===== config.mk =====
export PLATFORM = sky130hd
export DESIGN_NAME = alu_share_ctrl_flat
export DESIGN_NICKNAME = d
export VERILOG_FILES = /design/src/rtl/alu_pkg.sv /design/src/rtl/alu_share_ctrl_if.sv /design/src/rtl/rr_arbiter.sv /design/src/rtl/alu_share_ctrl.sv /design/src/flat_wrapper.sv
export SDC_FILE = /design/constraint.sdc
export NUM_CORES = 1
export LEC_CHECK = 0
export BUFFER_PORTS_ARGS = -buffer_cell sky130_fd_sc_hd__buf_2
export CELL_PAD_IN_SITES_DETAIL_PLACEMENT = 1
export CELL_PAD_IN_SITES_GLOBAL_PLACEMENT = 1
export CORE_UTILIZATION = 26
export DETAILED_ROUTE_END_ITERATION = 10
export GPL_ROUTABILITY_DRIVEN = 1
export HOLD_SLACK_MARGIN = 0.15
export PLACE_DENSITY_LB_ADDON = 0.2
export SETUP_SLACK_MARGIN = 0.02
export SYNTH_ARGS = -nofsm -noshare
export SYNTH_HDL_FRONTEND = slang
export SYNTH_SLANG_ARGS = --single-unit

===== constraint.sdc =====
create_clock -name clk -period 1.6 [get_ports clk]
set_clock_uncertainty 0.05 [all_clocks]
set_input_delay 0.08 -clock clk [delete_from_list [all_inputs] [get_ports clk]]
set_output_delay 0.08 -clock clk [all_outputs]
set_load 0.02 [all_outputs]

===== src/rtl/alu_pkg.sv =====
// Shared definitions for the ALU-sharing controller: op codes, FSM states and flag bit positions.
package alu_pkg;

  localparam logic [3:0] ALU_ADD = 4'b0000;
  localparam logic [3:0] ALU_SUB = 4'b0001;
  localparam logic [3:0] ALU_MUL = 4'b0010;
  localparam logic [3:0] ALU_DIV = 4'b0011;
  localparam logic [3:0] ALU_AND = 4'b0100;
  localparam logic [3:0] ALU_OR  = 4'b0101;
  localparam logic [3:0] ALU_XOR = 4'b0110;
  localparam logic [3:0] ALU_SLL = 4'b0111;
  localparam logic [3:0] ALU_SRL = 4'b1000;
  localparam logic [3:0] ALU_SLT = 4'b1001;
  localparam logic [3:0] ALU_SRA = 4'b1010;
  localparam logic [3:0] ALU_OP_MAX = ALU_SRA;

  typedef enum logic [1:0] {
    S_IDLE = 2'd0,
    S_EXEC = 2'd1,
    S_RESP = 2'd2
  } state_e;

  localparam int FLG_Z = 3;
  localparam int FLG_C = 2;
  localparam int FLG_V = 1;
  localparam int FLG_N = 0;

  function automatic logic is_muldiv(input logic [3:0] op);
    return (op == ALU_MUL) || (op == ALU_DIV);
  endfunction

  function automatic logic is_illegal(input logic [3:0] op);
    return op > ALU_OP_MAX;
  endfunction

endpackage


===== src/rtl/alu_share_ctrl_if.sv =====
// Requester-side request/response bundle; requesters drive the master view, the controller the slave view.
interface alu_share_ctrl_if #(
  parameter int NUM_REQ = 2,
  parameter int WIDTH   = 32
);
  logic [NUM_REQ-1:0]       req_valid;
  logic [NUM_REQ-1:0]       req_ready;
  logic [NUM_REQ*WIDTH-1:0] req_a;
  logic [NUM_REQ*WIDTH-1:0] req_b;
  logic [NUM_REQ*4-1:0]     req_op;
  logic [NUM_REQ-1:0]       resp_valid;
  logic [NUM_REQ-1:0]       resp_ready;
  logic [WIDTH-1:0]         resp_result;
  logic [3:0]               resp_flags;
  logic                     resp_err;

  modport master (
    output req_valid, req_a, req_b, req_op, resp_ready,
    input  req_ready, resp_valid, resp_result, resp_flags, resp_err
  );

  modport slave (
    input  req_valid, req_a, req_b, req_op, resp_ready,
    output req_ready, resp_valid, resp_result, resp_flags, resp_err
  );
endinterface


===== src/rtl/rr_arbiter.sv =====
// Combinational round-robin pick: first asserted request strictly after ptr, wrapping modulo N.
module rr_arbiter #(
  parameter int N = 2
) (
  input  logic [N-1:0]         req,
  input  logic [$clog2(N)-1:0] ptr,
  output logic [N-1:0]         gnt,
  output logic [$clog2(N)-1:0] gnt_idx
);
  localparam int IW = $clog2(N);

  logic [IW:0] w_cand;
  logic        w_found;

  // One extra bit on the candidate so ptr+i can wrap without overflowing.
  always_comb begin
    gnt     = '0;
    gnt_idx = '0;
    w_found = 1'b0;
    w_cand  = '0;
    for (int i = 1; i <= N; i++) begin
      w_cand = {1'b0, ptr} + (IW+1)'(i);
      if (w_cand >= (IW+1)'(N)) w_cand = w_cand - (IW+1)'(N);
      if (!w_found && req[w_cand[IW-1:0]]) begin
        w_found                = 1'b1;
        gnt[w_cand[IW-1:0]]    = 1'b1;
        gnt_idx                = w_cand[IW-1:0];
      end
    end
  end

endmodule


===== src/rtl/alu_share_ctrl.sv =====
// Sequences one external combinational ALU among NUM_REQ requesters: grant, hold operands
// for the op's cycle count, then present a registered result to the owner until accepted.
module alu_share_ctrl
  import alu_pkg::*;
#(
  parameter int NUM_REQ       = 2,
  parameter int WIDTH         = 32,
  parameter int MULDIV_CYCLES = 4
) (
  input  logic             clk,
  input  logic             rst,
  alu_share_ctrl_if.slave  bus,
  output logic             busy,
  output logic [WIDTH-1:0] alu_a,
  output logic [WIDTH-1:0] alu_b,
  output logic [3:0]       alu_ctrl,
  input  logic [WIDTH-1:0] alu_result,
  input  logic             alu_zero,
  input  logic             alu_carry,
  input  logic             alu_overflow,
  input  logic             alu_negative
);
  localparam int IW = $clog2(NUM_REQ);
  localparam int CW = $clog2(MULDIV_CYCLES + 1);

  state_e             r_state, w_next;
  logic [IW-1:0]      r_ptr, r_owner, w_gnt_idx;
  logic [NUM_REQ-1:0] w_gnt, w_owner_oh, r_resp_valid;
  logic [CW-1:0]      r_cnt, w_cnt_load;
  logic [WIDTH-1:0]   r_alu_a, r_alu_b, r_resp_result, w_sel_a, w_sel_b;
  logic [3:0]         r_alu_ctrl, r_resp_flags, w_flags, w_op;
  logic               r_resp_err, w_accept, w_exec_done, w_resp_done;

  rr_arbiter #(.N(NUM_REQ)) u_arb (
    .req     (bus.req_valid),
    .ptr     (r_ptr),
    .gnt     (w_gnt),
    .gnt_idx (w_gnt_idx)
  );

  always_comb begin
    w_sel_a = '0;
    w_sel_b = '0;
    w_op    = '0;
    for (int i = 0; i < NUM_REQ; i++) begin
      if (w_gnt[i]) begin
        w_sel_a = bus.req_a[i*WIDTH +: WIDTH];
        w_sel_b = bus.req_b[i*WIDTH +: WIDTH];
        w_op    = bus.req_op[i*4 +: 4];
      end
    end
  end

  always_comb begin
    w_owner_oh = '0;
    for (int i = 0; i < NUM_REQ; i++) w_owner_oh[i] = (r_owner == IW'(i));
  end

  always_comb begin
    w_flags        = '0;
    w_flags[FLG_Z] = alu_zero;
    w_flags[FLG_C] = alu_carry;
    w_flags[FLG_V] = alu_overflow;
    w_flags[FLG_N] = alu_negative;
  end

  assign w_accept    = (r_state == S_IDLE) && (|w_gnt);
  assign w_exec_done = (r_state == S_EXEC) && (r_cnt == '0);
  assign w_resp_done = (r_state == S_RESP) && (|(bus.resp_ready & w_owner_oh));
  assign w_cnt_load  = is_muldiv(w_op) ? CW'(MULDIV_CYCLES - 1) : '0;

  always_ff @(posedge clk) begin
    if (rst) r_state <= S_IDLE;
    else     r_state <= w_next;
  end

  always_comb begin
    w_next = r_state;
    case (r_state)
      S_IDLE:  if (w_accept)    w_next = S_EXEC;
      S_EXEC:  if (w_exec_done) w_next = S_RESP;
      S_RESP:  if (w_resp_done) w_next = S_IDLE;
      default: w_next = S_IDLE;
    endcase
  end

  // Counter is loaded with cycles-1 so a single-cycle op finishes in its first EXEC cycle.
  always_ff @(posedge clk) begin
    if (rst) begin
      r_ptr         <= IW'(NUM_REQ - 1);
      r_owner       <= '0;
      r_cnt         <= '0;
      r_alu_a       <= '0;
      r_alu_b       <= '0;
      r_alu_ctrl    <= '0;
      r_resp_valid  <= '0;
      r_resp_result <= '0;
      r_resp_flags  <= '0;
      r_resp_err    <= 1'b0;
    end else begin
      if (w_accept) begin
        r_alu_a    <= w_sel_a;
        r_alu_b    <= w_sel_b;
        r_alu_ctrl <= w_op;
        r_owner    <= w_gnt_idx;
        r_ptr      <= w_gnt_idx;
        r_cnt      <= w_cnt_load;
      end else if ((r_state == S_EXEC) && (r_cnt != '0)) begin
        r_cnt <= r_cnt - CW'(1);
      end

      if (w_exec_done) begin
        r_resp_result <= is_illegal(r_alu_ctrl) ? '0 : alu_result;
        r_resp_flags  <= w_flags;
        r_resp_err    <= is_illegal(r_alu_ctrl);
        r_resp_valid  <= w_owner_oh;
      end else if (w_resp_done) begin
        r_resp_valid <= '0;
      end
    end
  end

  assign bus.req_ready   = (r_state == S_IDLE) ? w_gnt : '0;
  assign bus.resp_valid  = r_resp_valid;
  assign bus.resp_result = r_resp_result;
  assign bus.resp_flags  = r_resp_flags;
  assign bus.resp_err    = r_resp_err;
  assign busy            = (r_state != S_IDLE);
  assign alu_a           = r_alu_a;
  assign alu_b           = r_alu_b;
  assign alu_ctrl        = r_alu_ctrl;

endmodule

===== src/flat_wrapper.sv =====
// flat-port wrapper written by rule: the top's interface ports become plain ports
module alu_share_ctrl_flat import alu_pkg::*;
#(
  parameter int NUM_REQ       = 2,
  parameter int WIDTH         = 32,
  parameter int MULDIV_CYCLES = 4
)
  (clk, rst, busy, alu_a, alu_b, alu_ctrl, alu_result, alu_zero, alu_carry, alu_overflow, alu_negative, bus_req_valid, bus_req_a, bus_req_b, bus_req_op, bus_resp_ready, bus_req_ready, bus_resp_valid, bus_resp_result, bus_resp_flags, bus_resp_err);
  alu_share_ctrl_if #(.NUM_REQ(NUM_REQ), .WIDTH(WIDTH)) bus_i ();
  input  logic clk;
  input  logic rst;
  output logic busy;
  output logic [WIDTH-1:0] alu_a;
  output logic [WIDTH-1:0] alu_b;
  output logic [3:0] alu_ctrl;
  input  logic [WIDTH-1:0] alu_result;
  input  logic alu_zero;
  input  logic alu_carry;
  input  logic alu_overflow;
  input  logic alu_negative;
  input wire logic [$bits(bus_i.req_valid)-1:0] bus_req_valid;
  input wire logic [$bits(bus_i.req_a)-1:0] bus_req_a;
  input wire logic [$bits(bus_i.req_b)-1:0] bus_req_b;
  input wire logic [$bits(bus_i.req_op)-1:0] bus_req_op;
  input wire logic [$bits(bus_i.resp_ready)-1:0] bus_resp_ready;
  output wire logic [$bits(bus_i.req_ready)-1:0] bus_req_ready;
  output wire logic [$bits(bus_i.resp_valid)-1:0] bus_resp_valid;
  output wire logic [$bits(bus_i.resp_result)-1:0] bus_resp_result;
  output wire logic [$bits(bus_i.resp_flags)-1:0] bus_resp_flags;
  output wire logic [$bits(bus_i.resp_err)-1:0] bus_resp_err;
  assign bus_i.req_valid = bus_req_valid;
  assign bus_i.req_a = bus_req_a;
  assign bus_i.req_b = bus_req_b;
  assign bus_i.req_op = bus_req_op;
  assign bus_i.resp_ready = bus_resp_ready;
  assign bus_req_ready = bus_i.req_ready;
  assign bus_resp_valid = bus_i.resp_valid;
  assign bus_resp_result = bus_i.resp_result;
  assign bus_resp_flags = bus_i.resp_flags;
  assign bus_resp_err = bus_i.resp_err;
  alu_share_ctrl #(.NUM_REQ(NUM_REQ), .WIDTH(WIDTH), .MULDIV_CYCLES(MULDIV_CYCLES)) u_core (.clk(clk), .rst(rst), .bus(bus_i), .busy(busy), .alu_a(alu_a), .alu_b(alu_b), .alu_ctrl(alu_ctrl), .alu_result(alu_result), .alu_zero(alu_zero), .alu_carry(alu_carry), .alu_overflow(alu_overflow), .alu_negative(alu_negative));
endmodule

# Word level (Yosys, flattened, before mapping)
# Cells that the tools add are included.
dict set report totals {
  register_bits 114
  inputBits 178
  output_inout_bits 110
  elab_cells 82
}
dict set report classes {
  add_sub_neg 5
  n_lt_le_gt_ge 7
  n_eq_ne 7
  mux 31
  bitwise 3
  reduce_logical 18
}
# operator count
set ops {}
lappend ops {{32-bit 2-to-1 mux} 5}
lappend ops {{2-bit 2-to-1 mux} 8}
lappend ops {{1-bit 2-to-1 mux} 11}
lappend ops {{4-bit by 2-bit == test with 1-bit output (second input constant)} 2}
lappend ops {{4-bit 2-to-1 mux} 2}
lappend ops {{1-bit logical AND} 7}
lappend ops {{3-bit 2-to-1 mux} 2}
lappend ops {{2-bit by 1-bit inequality test with 1-bit output (second input constant)} 3}
lappend ops {{2-bit one-hot mux with 3 select lines} 1}
lappend ops {{2-bit nonzero test} 3}
lappend ops {{2-bit greater-or-equal comparator (second input constant)} 2}
lappend ops {{4-bit > comparator (second input constant)} 1}
lappend ops {{1-bit by 2-bit < comparator with 1-bit output (second input constant)} 2}
lappend ops {{2-bit OR reduction} 2}
lappend ops {{3-bit logical NOT} 1}
lappend ops {{3-bit AND reduction} 1}
lappend ops {{3-bit nonzero test} 1}
lappend ops {{3-bit by 1-bit subtractor with 3-bit output (second input constant)} 1}
lappend ops {{1-bit by 1-bit adder with 2-bit output (second input constant)} 1}
lappend ops {{1-bit by 2-bit adder with 2-bit output (second input constant)} 1}
lappend ops {{2-bit AND} 1}
lappend ops {{1-bit demux with 1-bit select} 2}
lappend ops {{2-bit by 1-bit == test with 1-bit output (second input constant)} 1}
lappend ops {{2-bit == test (second input constant)} 1}
lappend ops {{other kinds (7)} 9}

# Longest topological paths before layout
# Gate-level depths: netlist of the first run.
dict set report depth {
  depth_word 16
  mapped_depth 8
}

# Modules after synthesis
# From an unflattened synthesis of the first run, not the netlist that was laid out.
dict set report unflattened {
  cells_unflattened 468
  area_unflattened_um2 4662.0
}
# mod instances cells_per_inst area_each_um2 seq_area_each_um2
set modules_own_cells {}
lappend modules_own_cells {alu_share_ctrl 1 464 4635.7 2282.2}
lappend modules_own_cells {rr_arbiter 1 4 26.3 0.0}

# Worst setup path before layout of the first run
# No wires, ideal clock.
dict set report synth_path {
  path_kind {flip-flop to flip-flop}
  start {register u_core.r_cnt[0]}
  end {register u_core.r_resp_result[15], in the netlist u_core.bus.resp_result[15]}
  setup_ns 0.065
  arrival_ns 1.462
  required_time_ns 1.485
  setup_slack_ns 0.023
  stages_incl_launch_ff 9
  path_buffers 2
  period_less_slack_ns 1.577
  path_cell_list {dfxtp_1 > inv_1 > ha_1 > ha_1 > nand3b_1 > buf_2 > buf_2 > a22oi_1 > nor2_1}
}
dict set report synth_between {
  elab_chain_len 2
}
# element line
set synth_lines {}
lappend synth_lines {{from (decl)} alu_share_ctrl.sv:29} ;# logic [CW-1:0] r_cnt, w_cnt_load;
lappend synth_lines {{from (signal assigned)} alu_share_ctrl.sv:107} ;# r_cnt <= w_cnt_load;
lappend synth_lines {{from (signal assigned)} alu_share_ctrl.sv:109} ;# r_cnt <= r_cnt - CW'(1);
lappend synth_lines {{3-bit logical NOT} alu_share_ctrl.sv:68} ;# assign w_exec_done = (r_state == S_EXEC) && (r_cnt == '0);
lappend synth_lines {{1-bit logical AND} alu_share_ctrl.sv:68}
lappend synth_lines {{to (signal assigned)} alu_share_ctrl.sv:113} ;# r_resp_result <= is_illegal(r_alu_ctrl) ? '0 : alu_result;
lappend synth_lines {{to (decl)} alu_share_ctrl.sv:30} ;# logic [WIDTH-1:0] r_alu_a, r_alu_b, r_resp_result, w_sel_a, w_sel_b;
# Every way passes these cells.
# A chain may end at the register's enable or synchronous reset.

# Worst setup path after layout of the first run
dict set report layout_path {
  start {register u_core.r_cnt[1]}
  end {register u_core.r_resp_result[16], in the netlist u_core.bus.resp_result[16]}
}
# The elaborated chain is that of the path after synthesis.

==> summary.md, run 1 <==
| Metric | Value |
|---|---|
| Status | `finished, violations left` |
| Failing checks | `negative setup slack` |
| Normalized max-slew margin | `0.5403` |
| Pre-CTS WS | `-0.2702 ns` |
| DR pass1 iterations | `7` |
| DRC errors left | `0` |
| Skew-Pair Late Insertion Delay | `0.41 ns` |
| Layout cell share with drive strength beyond 1 | `0.4552` |
| Mean Syn Cell Area | `9.281 um2` |
| Die height | `between 100 and 150 um` |
| Reg-to-reg slack, setup | `-0.14 ns` |
| Sink Count | `114` |
| Grt ovf | `0` |
| Total number of vias | `a little over 6000` |
| WS Path Type | `reg2reg` |
| Number of buffers created by CTS | `17` |
| GRT Total Usage | `0.2704` |
| Max FO, Critical Path | `10` |
| Async SR Flop Fraction | `0` |
| Antenna diode count | `0` |
| Min setup slack post-route | `-0.1449 ns` |
| Core Rows | `47` |
| Max Slew Vio Count | `0` |
| DR iter-0 viols | `396` |
| Area growth syn-to-layout | `116.3%` |
| Setup crit end kind | `register` |
| Non-filler cells in the finished layout | `about 1200` |
| #FFs+latches synth | `114` |
| Peak VDD IR | `a little under 0.8 mV` |
| Min Tclk post-route | `1.745 ns` |
| H-tree levels | `4` |
| Placed Cells incl. Taps | `954` |
| Worst hold endpoint | `u_core.alu_ctrl[1]` |
| Register area share after synthesis | `0.5166` |
| Post-Syn Nets | `656` |
| WP data arrival | `1.98 ns` |
| Count of cell types in the netlist | `36` |
| Fillers | `roughly 1900` |
| Slew @ Worst Pin | `0.6888 ns` |
| Number of max-cap violations | `0` |
| Initial core utilization | `0.2664` |
| DIE WIDTH | `about 130 um` |
| First-pass GRT wire length | `36920 um` |
| NumNets Final | `between 1000 and 1500` |
| Root buf cell | `clkbuf_16` |
| Largest net degree at the start of global routing | `54` |
| Worst hold path depth | `5` |
| TritonCTS clock tree | `done` |
| Top FF cell, synth | `dfxtp_1` |
| Final setup violation count | `45` |
| Worst setup SP type | `register` |
| DP Wirelength | `11750 um` |
| Hold_ws | `0.3268 ns` |
| Worst EP required | `1.83 ns` |
| Final Hold Viols | `0` |
| Max Clk Rate | `573.1 MHz` |
| Count of input and output buffers | `287` |
| # IOs | `approximately 290` |
| LEAKAGE | `4.367 nW` |
| CP startpoint | `u_core.r_cnt[1]` |
| YS warnings | `0` |
| Routed WL per cell | `21.76 um` |
| Vias/cell | `5.077` |
| Post-Syn Area | `between 4000 and 5000 um2` |
| Core box area | `16580 um2` |
| Reg2reg start | `u_core.r_cnt[1]` |
| Worst min-delay path class | `in2reg` |
| Vias in the first global route | `6992` |
| Final period utilization | `1.091` |
| R2R depth | `8` |
| Clk slew on worst S/H paths | `0.05 ns` |
| Synth Instances | `approximately 480` |
| Deepest clock path buffer count | `2` |
| DIE AREA | `roughly 18000 um2` |
| RSZ-0062 raised after global routing | `yes` |
| Hold Path Origin | `bus_req_valid[0]` |
| Gpl congestion | `0.7355` |
| Initial antenna violation count | `0` |
| R2R Path End | `u_core.bus.resp_result[16]` |
| EDFF count, synth | `0` |
| Final WL | `26150 um` |
| Power Density | `1420 nW/um2` |
| Routed Antenna Nets | `0` |
| Power Total | `13.57 mW` |
-- cells in the final DEF, fill, tap and decap left out, types with 4 or more instances in the layout --
cell / n
buf_2: 284
dlygate4sd3_1: 175
dfxtp_1: 109
nor2_1: 107
nor3_1: 47
a221oi_1: 44
a22oi_2: 31
clkbuf_16: 24
buf_4: 22
a222oi_1: 21
buf_6: 11
buf_12: 9
nand2_1: 7
buf_16: 7
nor2_4: 6
bufinv_16: 6
nand2_2: 5
a21oi_1: 4
clkbuf_8: 4
dfxtp_2: 4
-- cells in the mapped netlist (2+ instances only) --
cell type  instances  area (um2)
dfxtp_1          114        2282
nor2_4             2       22.52
nor2b_1            3       18.77
a222oi_1          21       210.2
ha_1               2       25.02
o211ai_1           2       15.01
buf_2             15       75.07
nor2_1           110       412.9
buf_6              8       90.09
nor3_1            47       235.2
a22oi_1           33       247.7
a21oi_1            7       35.03
o21ai_0            2       10.01
clkbuf_1          22       82.58
a21o_1             2       15.01
nand2_1           13       48.80
a221oi_1          46       402.9
inv_1              6       22.52
a211oi_1           3       22.52
buf_4              2       15.01
-- kinds of logic after synthesis --
family / synth area share
DFF: 0.5166
AOI/OAI and AO/OA: 0.2288
buffers and inverters: 0.06542
adders and majority gates: 0.005663
muxes: 0.002549
and+or+nand+nor: 0.1810
-- worst max-delay path: stages, from the launching register on --
cell and delay [ns]:
dfxtp_2 0.33, inv_2 0.06, ha_4 0.13, ha_4 0.12, nand3b_1 0.20, buf_6 0.23, buf_16 0.16, a22oi_1 0.23
nor2_1 0.10
-- stage by stage --
| step | instance area (um2) | TNS, ns | utilization |
|---|---|---|---|
| after floorplan | 4418 | 0 | - |
| after global placement | 6140 | -4.711 | 0.3702 |
| after detailed placement | 6140 | -13.21 | 0.3702 |
| after CTS | 9016 | -0.1823 | 0.5437 |
| after global routing | 9557 | -5.720 | 0.5763 |
| final | 9557 | -2.681 | 0.5763 |
-- routing by layer --
layer  GRT usage  wire [um]
met5           0          0
met4      0.1462        830
met3     0.07190       1560
met2      0.4857      13900
met1      0.2875       9862
-- what timing repair did --
item,4_1_cts,5_1_grt
pin swaps,12,40
endpoints found under the hold margin,111,0
resized for setup,54,52
gates cloned,6,11
hold buffers,175,0
endpoints found under the setup margin,111,110
buffers inserted,9,15
-- report_power, final --
group / switching, mW / total, mW / internal (mW)
Clock: 1.38 / 4.47 / 3.09
Combinational: 2.89 / 5.36 / 2.46
Sequential: 0.369 / 3.74 / 3.37
-- cell type report --
type / count / area [um2] / share of cell area
clock buffers: 23 / 488.0 / 0.05106
repair buffers: 518 / 4055 / 0.4243
inverters: 7 / 33.78 / 0.003535
flip-flops and latches: 114 / 2291 / 0.2397
multi-input cells: 311 / 2215 / 0.2317
clock inverters: 9 / 198.9 / 0.02082
well taps: 220 / 275.3 / 0.02880
-- how the worst max path moves through the flow --
stage                                  to  cells past startpoint
6_report       u_core.bus.resp_result[16]                      8
5_1_grt        u_core.bus.resp_result[16]                      8
2_1_floorplan  u_core.bus.resp_result[15]                      8
3_5_place_dp              u_core.alu_b[4]                      4
4_1_cts        u_core.bus.resp_result[12]                      9
3_3_place_gp             u_core.alu_b[17]                      4
-- sequential cells by signal (all words and copies together) (netlist names), 2 cells and up --
register and flops:
u_core.alu_b 32, u_core.bus.resp_valid 2, u_core.alu_ctrl 4, u_core.r_state 2, u_core.bus.resp_flags 4, u_core.bus.resp_result 32
u_core.alu_a 32, u_core.r_cnt 3
(Power assumes the default switching activity.)
==> inputs of run 2 (changes only) <==
--- a/constraint.sdc
+++ b/constraint.sdc
@@ -4,2 +4,2 @@
 set_output_delay 0.08 -clock clk [all_outputs]
-set_load 0.02 [all_outputs]
+set_load 0.05 [all_outputs]
==> summary.md, run 2 (synthesis gave the netlist of run 1 again) <==
| Metric | Value |
|---|---|
| Switching fraction of total power | `0.4189` |
| TritonCTS clock tree | `done` |
| Status | `finished, violations left` |
| CP startpoint | `u_core.r_state[0]` |
| Initial antenna violation count | `3` |
| Clk pwr share | `0.249` |
| NumNets Final | `1159` |
| DP Wirelength | `around 12000 um` |
| DR pass1 iterations | `5` |
| Final setup violation count | `45` |
| Initial core utilization | `0.2664` |
| Min setup slack post-route | `-0.1221 ns` |
| Commonest non-fill, non-tap cell in the layout | `buf_2` |
| Slowest stage delay, CP | `0.34 ns` |
| Area growth syn-to-layout | `115.7%` |
| R2R depth | `7` |
| Routed WL per cell | `around 22 um` |
| Vias in the first global route | `6663` |
| DRC errors left | `0` |
| Core Util, Final | `0.5745` |
| WS Path Type | `reg2reg` |
| Final Hold Viols | `0` |
| Number of buffers created by CTS | `17` |
| Final WL | `26180 um` |
| Max Clk Rate | `580.7 MHz` |
| GRT Total Usage | `0.2588` |
| Count of input and output buffers | `287` |
| Grt ovf | `0` |
| Finished Cell Area | `~9500 um2` |
| Internal power | `8.034 mW` |
| Largest net degree at the start of global routing | `42` |
| P_sw | `approximately 5.8 mW` |
| DIE AREA | `17520 um2` |
| DIE WIDTH | `132.4 um` |
| Die height | `132.4 um` |
| Reg2reg start | `u_core.r_state[0]` |
| Number of max-cap violations | `0` |
| Crit path to | `u_core.alu_a[2]` |
| CP cell instances | `nor2_4 -> buf_6 -> o21ai_4 -> buf_12 -> buf_6 -> a222oi_1 -> nor2_1` |
| Worst min-delay path class | `in2reg` |
| Vias/cell | `5.142` |
| WP data arrival | `1.94 ns` |
| Clk slew on worst S/H paths | `approximately 0.06 ns` |
| Peak VDD IR | `between 0.7 and 0.8 mV` |
| RSZ-0062 raised after global routing | `yes` |
| Sequential Power Share | `0.269` |
| Hold_ws | `0.3220 ns` |
| Skew-Pair Late Insertion Delay | `0.41 ns` |
| # IOs | `288` |
| Deepest clock path buffer count | `2` |
| Most frequent cells in the layout | `buf_2 (284), dlygate4sd3_1 (175), dfxtp_1 (109), nor2_1 (106), nor3_1 (46)` |
| Crit-path slowest cell | `dfxtp_2` |
| Setup crit end kind | `register` |
| Core box area | `16580 um2` |
| Routed Antenna Nets | `0` |
| First-pass GRT wire length | `35140 um` |
| Root buf cell | `clkbuf_16` |
| Worst EP required | `1.82 ns` |
| Power Density | `1451 nW/um2` |
| Reg-to-reg slack, setup | `-0.12 ns` |
| Normalized max-slew margin | `0.6114` |
| Final period utilization | `1.076` |
| LEAKAGE | `between 4 and 5 nW` |
| Worst setup SP type | `register` |
| Most frequent cell on the critical path | `buf_6` |
| Failing checks | `negative setup slack` |
| Layout cell share with drive strength beyond 1 | `0.4657` |
| Max Slew Vio Count | `0` |
| DR iter-0 viols | `between 300 and 400` |
| Min Tclk post-route | `1.722 ns` |
| R2R Path End | `u_core.alu_a[2]` |
| H-tree levels | `4` |
| Slew @ Worst Pin | `0.5829 ns` |
| Core Rows | `47` |
| Comb power frac | `0.481` |
| Sink Count | `114` |
| DP Area | `6252 um2` |
| Total number of vias | `6237` |
| Max FO, Critical Path | `6` |
| Gpl congestion | `approximately 0.75` |
==> run 2: cell types whose count changed in the layout (fill, tap and decap cells not counted), sizes merged, moves of 3 or more <==
cell      previous run  this run
clkbuf              30        24
clkinv               3         6
nor2               115       112
diode                0         3
clkinvlp             0         3
buf                336       350
bufinv               6         1
==> run 2: what timing repair did <==
item | 4_1_cts | 5_1_grt
gates resized for setup | 46 | 58
buffers inserted | 8 | 22
cloned | 5 | 8
endpoints found under the hold margin | 110 | 0
pin swaps | 8 | 26
endpoints found under the setup margin | 42 | 101
hold buffers | 175 | 0
==> run 2: per-layer routing <==
layer | vias up | global-route usage | part of all wire
li1 | 2802 | - | -
met1 | 3030 | 0.2729 | 0.37
met2 | 327 | 0.4757 | 0.52
met3 | 78 | 0.06305 | 0.062
met4 | 0 | 0.1322 | 0.040
met5 | - | 0 | 0
==> run 2: worst max-delay path: cells and delay by family (launching register included) <==
kind	cells	cell delay, ns
buffers and inverters	3	0.44
flip-flops	1	0.34
AO/OA/AOI/OAI	2	0.47
AND/OR/NAND/NOR	2	0.29
==> run 2: power by group through the flow <==
stage	Combinational [mW]	Sequential (mW)	Clock [mW]
floorplan	1.66	5.34	0
global placement	4.66	3.67	0
detailed placement	4.76	3.69	0
CTS	5.71	3.66	3.46
global route	6.96	3.77	3.61
finish	6.66	3.72	3.45
==> run 2: stage by stage <==
stage	total power [mW]	cells	TNS (ns)	setup slack, ns
floorplan	6.999	476	0	0.02828
global placement	8.335	964	0	0.01840
detailed placement	8.457	964	-1.004	-0.06554
CTS	12.84	1182	-0.4575	-0.03344
global route	14.34	1213	-5.081	-0.1734
finish	13.82	1213	-1.762	-0.1221
==> run 2: worst min-delay path by stage <==
stage	start	slack, ns	end	depth (start not counted)
5_1_grt	bus_req_valid[0]	0.33	u_core.r_ptr	5
6_report	bus_req_valid[0]	0.32	u_core.r_ptr	5
3_3_place_gp	alu_result[17]	0.27	u_core.bus.resp_result[17]	3
2_1_floorplan	alu_negative	0.17	u_core.bus.resp_flags[0]	2
3_5_place_dp	alu_result[5]	0.28	u_core.bus.resp_result[5]	3
4_1_cts	bus_req_valid[0]	0.15	u_core.r_ptr	4
==> run 2: final cells by class <==
class / instances / area (um2)
antenna: 3 / 7.507
clock buffer: 20 / 436.7
clock inverter: 10 / 90.09
fill: 1880 / 7056
inverter: 7 / 28.78
multi-input combinational: 310 / 2260
sequential: 114 / 2291
tap: 220 / 275.3
timing repair buffer: 529 / 4139
